==> config.mk <==
export PLATFORM = sky130hd
export DESIGN_NAME = es_muldiv_unit
export DESIGN_NICKNAME = d
export VERILOG_FILES = /design/src/rtl/es_muldiv_unit.sv
export SDC_FILE = /design/constraint.sdc
export NUM_CORES = 2
export LEC_CHECK = 0
export BUFFER_PORTS_ARGS = -buffer_cell sky130_fd_sc_hd__buf_2
export CORE_MARGIN = 3
export CORE_UTILIZATION = 40
export DETAILED_ROUTE_END_ITERATION = 8
export PLACE_DENSITY = 0.66
export SLEW_MARGIN = 20
export SYNTH_ARGS = -nofsm -noshare
export SYNTH_HDL_FRONTEND = slang
export SYNTH_SLANG_ARGS = --single-unit
==> constraint.sdc <==
create_clock -name clk -period 7.9 [get_ports clk]
set_clock_uncertainty 0.15 [all_clocks]
set_input_delay 0.395 -clock clk [delete_from_list [all_inputs] [get_ports clk]]
set_output_delay 0.395 -clock clk [all_outputs]
set_load 0.02 [all_outputs]
==> src/rtl/es_muldiv_unit.sv <==
// es_muldiv_unit: execute-stage multiply/divide unit with architectural
// HI/LO registers.
//   - MULT/MULTU commit the full product on the accept edge.
//   - MTHI/MTLO write req_src1 into HI or LO on the accept edge.
//   - DIV/DIVU run a radix-2 restoring divider, one bit per clock.
//   - Ops 110 and 111 are accepted and do nothing.
// Optional feature: define MULDIV_DIVZERO_FAST_EN to commit a divide by zero
// on the accept edge. By default a divide by zero takes the normal iteration
// path and produces the same HI/LO values.
// Ports:
//   clk, resetn         clock, asynchronous active-low reset
//   req_valid/req_ready request handshake; req_ready == (state == IDLE)
//   req_op              operation code (3 bits)
//   req_src1/req_src2   rs / rt operands
//   cancel              flush; aborts a divide and blocks acceptance
//   busy                a divide is in progress
//   done                one-cycle pulse after HI/LO were committed
//   hi, lo              architectural HI/LO
module es_muldiv_unit #(
  parameter int WIDTH = 32
) (
  input  logic             clk,
  input  logic             resetn,
  input  logic             req_valid,
  output logic             req_ready,
  input  logic [2:0]       req_op,
  input  logic [WIDTH-1:0] req_src1,
  input  logic [WIDTH-1:0] req_src2,
  input  logic             cancel,
  output logic             busy,
  output logic             done,
  output logic [WIDTH-1:0] hi,
  output logic [WIDTH-1:0] lo
);
  localparam int CW = $clog2(WIDTH) + 1;

  localparam logic [2:0] OP_MULT  = 3'b000;
  localparam logic [2:0] OP_MULTU = 3'b001;
  localparam logic [2:0] OP_DIV   = 3'b010;
  localparam logic [2:0] OP_DIVU  = 3'b011;
  localparam logic [2:0] OP_MTHI  = 3'b100;
  localparam logic [2:0] OP_MTLO  = 3'b101;

  typedef enum logic {S_IDLE, S_DIV} state_e;

  state_e            state_q, state_d;
  logic [CW-1:0]     cnt_q, cnt_d;
  logic [WIDTH-1:0]  hi_q, hi_d, lo_q, lo_d;
  // dvd_q holds the dividend; it shifts out MSB-first while quotient bits
  // shift in at the bottom, so it ends up holding the magnitude quotient.
  logic [WIDTH-1:0]  dvd_q, dvd_d, dvs_q, dvs_d, rem_q, rem_d;
  logic              qneg_q, qneg_d, rneg_q, rneg_d, done_q, done_d;

  logic              accept, is_div, a_neg, b_neg, div_zero_fast;
  logic [WIDTH-1:0]  a_abs, b_abs;
  logic [2*WIDTH-1:0] ext_a, ext_b, prod;
  logic [WIDTH:0]    rem_sh, diff;
  logic              take;
  logic [WIDTH-1:0]  rem_next, quo_next;

  assign accept = req_valid && (state_q == S_IDLE) && !cancel;
  assign is_div = (req_op == OP_DIV) || (req_op == OP_DIVU);
  assign a_neg  = (req_op == OP_DIV) && req_src1[WIDTH-1];
  assign b_neg  = (req_op == OP_DIV) && req_src2[WIDTH-1];
  assign a_abs  = a_neg ? -req_src1 : req_src1;
  assign b_abs  = b_neg ? -req_src2 : req_src2;

`ifdef MULDIV_DIVZERO_FAST_EN
  assign div_zero_fast = (req_src2 == '0);
`else
  assign div_zero_fast = 1'b0;
`endif

  // The low 2*WIDTH bits of the product of the extended operands are the
  // exact signed or unsigned product.
  assign ext_a = (req_op == OP_MULT) ? {{WIDTH{req_src1[WIDTH-1]}}, req_src1}
                                     : {{WIDTH{1'b0}}, req_src1};
  assign ext_b = (req_op == OP_MULT) ? {{WIDTH{req_src2[WIDTH-1]}}, req_src2}
                                     : {{WIDTH{1'b0}}, req_src2};
  assign prod  = ext_a * ext_b;

  // Restoring step. While the divisor is nonzero, rem_sh < 2*divisor, so a
  // WIDTH+1 bit difference is enough to read the sign. With a zero divisor
  // the subtract always succeeds. That yields an all-ones quotient and a
  // remainder equal to the dividend.
  assign rem_sh   = {rem_q, dvd_q[WIDTH-1]};
  assign diff     = rem_sh - {1'b0, dvs_q};
  assign take     = (dvs_q == '0) || !diff[WIDTH];
  assign rem_next = take ? diff[WIDTH-1:0] : rem_sh[WIDTH-1:0];
  assign quo_next = {dvd_q[WIDTH-2:0], take};

  always_comb begin
    state_d = state_q;
    cnt_d   = cnt_q;
    hi_d    = hi_q;
    lo_d    = lo_q;
    dvd_d   = dvd_q;
    dvs_d   = dvs_q;
    rem_d   = rem_q;
    qneg_d  = qneg_q;
    rneg_d  = rneg_q;
    done_d  = 1'b0;
    unique case (state_q)
      S_IDLE: begin
        if (accept) begin
          unique case (req_op)
            OP_MULT, OP_MULTU: begin
              hi_d   = prod[2*WIDTH-1:WIDTH];
              lo_d   = prod[WIDTH-1:0];
              done_d = 1'b1;
            end
            OP_MTHI: begin
              hi_d   = req_src1;
              done_d = 1'b1;
            end
            OP_MTLO: begin
              lo_d   = req_src1;
              done_d = 1'b1;
            end
            default: ;
          endcase
          if (is_div) begin
            if (div_zero_fast) begin
              // The magnitude quotient is all ones, so negating it gives 1.
              // The signed remainder is the original dividend.
              lo_d   = (a_neg ^ b_neg) ? {{(WIDTH-1){1'b0}}, 1'b1} : '1;
              hi_d   = req_src1;
              done_d = 1'b1;
            end else begin
              dvd_d   = a_abs;
              dvs_d   = b_abs;
              qneg_d  = a_neg ^ b_neg;
              rneg_d  = a_neg;
              rem_d   = '0;
              cnt_d   = '0;
              state_d = S_DIV;
            end
          end
        end
      end
      S_DIV: begin
        if (cancel) begin
          state_d = S_IDLE;
        end else begin
          rem_d = rem_next;
          dvd_d = quo_next;
          cnt_d = cnt_q + 1'b1;
          if (cnt_q == CW'(WIDTH-1)) begin
            lo_d    = qneg_q ? -quo_next : quo_next;
            hi_d    = rneg_q ? -rem_next : rem_next;
            done_d  = 1'b1;
            state_d = S_IDLE;
          end
        end
      end
      default: state_d = S_IDLE;
    endcase
  end

  always_ff @(posedge clk or negedge resetn) begin
    if (!resetn) begin
      state_q <= S_IDLE;
      cnt_q   <= '0;
      hi_q    <= '0;
      lo_q    <= '0;
      dvd_q   <= '0;
      dvs_q   <= '0;
      rem_q   <= '0;
      qneg_q  <= 1'b0;
      rneg_q  <= 1'b0;
      done_q  <= 1'b0;
    end else begin
      state_q <= state_d;
      cnt_q   <= cnt_d;
      hi_q    <= hi_d;
      lo_q    <= lo_d;
      dvd_q   <= dvd_d;
      dvs_q   <= dvs_d;
      rem_q   <= rem_d;
      qneg_q  <= qneg_d;
      rneg_q  <= rneg_d;
      done_q  <= done_d;
    end
  end

  assign req_ready = (state_q == S_IDLE);
  assign busy      = (state_q == S_DIV);
  assign done      = done_q;
  assign hi        = hi_q;
  assign lo        = lo_q;

endmodule

==> results.txt <==
The flow ran to the end, but the final reports show violations. The final reports fail on negative setup slack. For this run, the total global-route usage over all layers was measured as 26.1%.

The via count of the first global-routing pass was 52544. The flop and latch count out of synthesis works out to 170. The remaining routing DRC violations is 0, and the count of unique library cells instantiated by Yosys is 90. The critical path required time is 8.11 ns, and the maximum number of pins on one net before global-route repair is 96. The path class of the tightest hold or removal check is input port to register. The tool flagged a number of max-cap violations equal to 0. In the final routed layout, each cell accounts on average for 21.6 um.

The count of final hold-check violations is 0, and the critical path arrival is 9.07 ns. The detail route stage leaves a number of antenna-violating nets equal to 0. With fillers left out, the area of the finished cells amounts to 71700 um2.

The die outline width works out to 394 um. In this design, the critical path's most frequently occurring cell is fa_1. Measured along the y axis, the die boundary spans 394 um. The warning count from the yosys run was 0; the fraction of layout cells with a size suffix above 1 was 19.2%. Setup repair after global routing could not meet its margin everywhere. The region available for standard cell placement spans 149000 um2. The most common cell after layout, fill and taps aside is inv_1. The delay contributed by the slowest stage of the critical path was 0.67 ns; the instance count along the most critical hold path was 3.

Number of antenna violations at the first check in global routing: 14. The share of async-settable or async-resettable flops after synthesis is 100%, and the clock transition time at the flip-flop clock pins of the worst setup and hold paths is 0.08 ns. Headroom to the max-slew limit: 32.1%. Routed via count: 48824. After the last flow step, the layout net total stands at 9162. The area growth from synthesis to layout is 19.2%.

The number of enable-type register cells in the synthesized netlist came out at 0. Prevailing post-synth register cell: dfrtp_1. During placement, the flow inserted port buffers numbering 137. For this block, the routed nets add up to 202000 um of wire. Final hold analysis gives a worst-case slack of 0.127 ns. The I/O pin total was 138; the measured slew at the worst slew-check pin was 1.01 ns. The final worst setup slack came out at -0.961 ns. The largest individual stage delay along the critical path comes from the cell fa_2. The synthesized netlist occupies a cell area of 60200 um2. The kind of end point of the critical path was a register.

The run gives 5 as the first-pass iteration count of the detailed router. In this run the worst path has a maximum fanout of 6. Sequential element share of the synthesized area: 7.07%. Including well taps, the total number of placed cells is 9243.

The count of pins over their slew limit is 0. TritonCTS built the clock tree. The run gives 155000 um2 as the total die area.

At the end of routability-driven placement, the weighted congestion stood at 0.991. The tools report the number of clock sinks as 170. In this run the critical register-to-register path is launched from dvd_q[31]. The run gives 4260 um2 as the register area. Summed over all layers, the global routing overflow is 0. Derived from the worst setup path, the maximum achievable clock frequency is 113 MHz.

The number of vias per cell after detailed routing works out to 5.22. Critical path startpoint category: an input port. In this run the mean area of a mapped cell was 8.93 um2. Setup slack on the worst reg-to-reg path comes out at 1.36 ns. The starting density of the core is 40.5%, and the fill cell instance count of the final layout is 13949. The worst setup path is of the input port to register kind. Detailed placement ended at an HPWL of 175000 um.

In this run the cell area measured after placement is 68600 um2. The longest clock path from root to sink contains 2 buffers. The top cell types in the final layout, fill and taps aside, are inv_1, fa_1, nand2_1. The number of nets in the synthesized netlist is 8574.

The total number of placement rows was 141; the insertion delay to the later sink of the worst-skew pair was 0.48 ns. For the number of DRC markers after the initial detailed-route iteration, the log shows 3439. The number of cells on the worst reg-to-reg path is 21. For the number of setup violations in the final report, the log shows 34.

The tree is rooted in a clkbuf_16. The area of combinational cells with multiple inputs came out at 50400 um2. In this run, CTS created clock tree buffers numbering 17. The post-layout instance count excluding filler cells is 9346.

The first-pass GRT wire length was 312000 um. The capture endpoint of the worst hold path is done. The worst hold path begins at req_valid. The endpoint identified for the worst register-to-register timing path is hi[30]. The H-tree was split into 4 levels. The cell count after synthesis came out at 6738. Subtracting the final worst setup slack from the clock period gives 8.86 ns. The final cycle utilization of the critical path came out at 112%.
cell type report:
| type | count | area share, % |
|---|---|---|
| multi-input cells | 4625 | 70.3 |
| flip-flops and latches | 170 | 5.94 |
| inverters | 1569 | 8.23 |
| diodes | 5 | 0.0174 |
| clock inverters | 14 | 0.218 |
| clock buffers | 18 | 0.598 |
| repair buffers | 943 | 11.2 |
| well taps | 2002 | 3.49 |
kinds of logic (layout without fill, tap and decap cells):
| family | Yosys count | count (layout) | share of synthesized area (%) |
|---|---|---|---|
| flip-flops | 170 | 170 | 7.07 |
| XOR/XNOR | 262 | 262 | 3.83 |
| other | 0 | 5 | 0 |
| adder cells (fa/ha/maj) | 1767 | 1767 | 54.4 |
| buffers and inverters | 1943 | 2544 | 12.1 |
| AO/OA/AOI/OAI | 770 | 770 | 7.99 |
| multiplexers | 29 | 29 | 0.484 |
| AND/OR/NAND/NOR | 1797 | 1797 | 14.0 |
metal layers:
metal / track usage (%) / wire length, um
met2: 43.3 / 95800
met3: 3.65 / 14900
met4: 9.84 / 8990
met1: 34.8 / 82400
met5: 0 / 0
Yosys cell counts (101+ instances only):
cell type / n / share of area, %
xnor2_1: 160 / 2.3
a21oi_1: 190 / 1.6
xor2_1: 101 / 1.5
nor2_1: 175 / 1.1
clkbuf_1: 305 / 1.9
dfrtp_1: 170 / 7.1
ha_1: 345 / 7.2
o21ai_0: 264 / 2.2
nand2_1: 916 / 5.7
inv_1: 1568 / 9.8
and2_1: 402 / 4.2
fa_1: 1420 / 47
timing repair:
item / 4_1_cts / 5_1_grt
setup endpoints to repair: 44 / 44
hold buffers: 1 / 0
cloned: 1 / 2
endpoints found under the hold margin: 68 / 0
resized for setup: 305 / 259
pin swaps: 140 / 173
setup buffers: 32 / 42
critical path: cells and delay by family:
kind            cells  cell delay, ns
buf+inv            15            1.59
fa+ha+maj          11            5.61
xor+xnor            1            0.17
compound gates      7            1.04
simple gates        2            0.25
registers in the layout, summed over array words and instances (netlist names):
signal,flops
rem_q,32
lo,32
rneg_q,1
done,1
dvd_q,32
dvs_q,32
busy,1
hi,32
cnt_q,6
qneg_q,1
stage by stage:
stage / setup WS [ns] / setup TNS, ns / utilization [%]
after global placement: -1.76 / -53.01 / 46.2
final: -0.961 / -22.08 / 48.3
after detailed placement: -1.71 / -55.42 / 46.2
after floorplan: -0.994 / -14.43 / -
after CTS: -0.884 / -19.54 / 47.5
after global routing: -1.29 / -30.52 / 48.3
how the worst max path moves through the flow:
| stage | slack [ns] | start | cells after the start | endpoint |
|---|---|---|---|---|
| 2_1_floorplan | -0.99 | req_op[1] | 34 | hi[30] |
| 3_5_place_dp | -1.71 | req_op[2] | 36 | hi[23] |
| 6_report | -0.96 | req_src1[31] | 36 | hi[27] |
| 5_1_grt | -1.29 | req_op[2] | 35 | hi[30] |
| 3_3_place_gp | -1.76 | req_op[2] | 36 | hi[23] |
| 4_1_cts | -0.88 | req_op[1] | 34 | hi[30] |
Power is not shown: default switching activity piles up to over one toggle a cycle in this logic, so the estimate is an artifact.
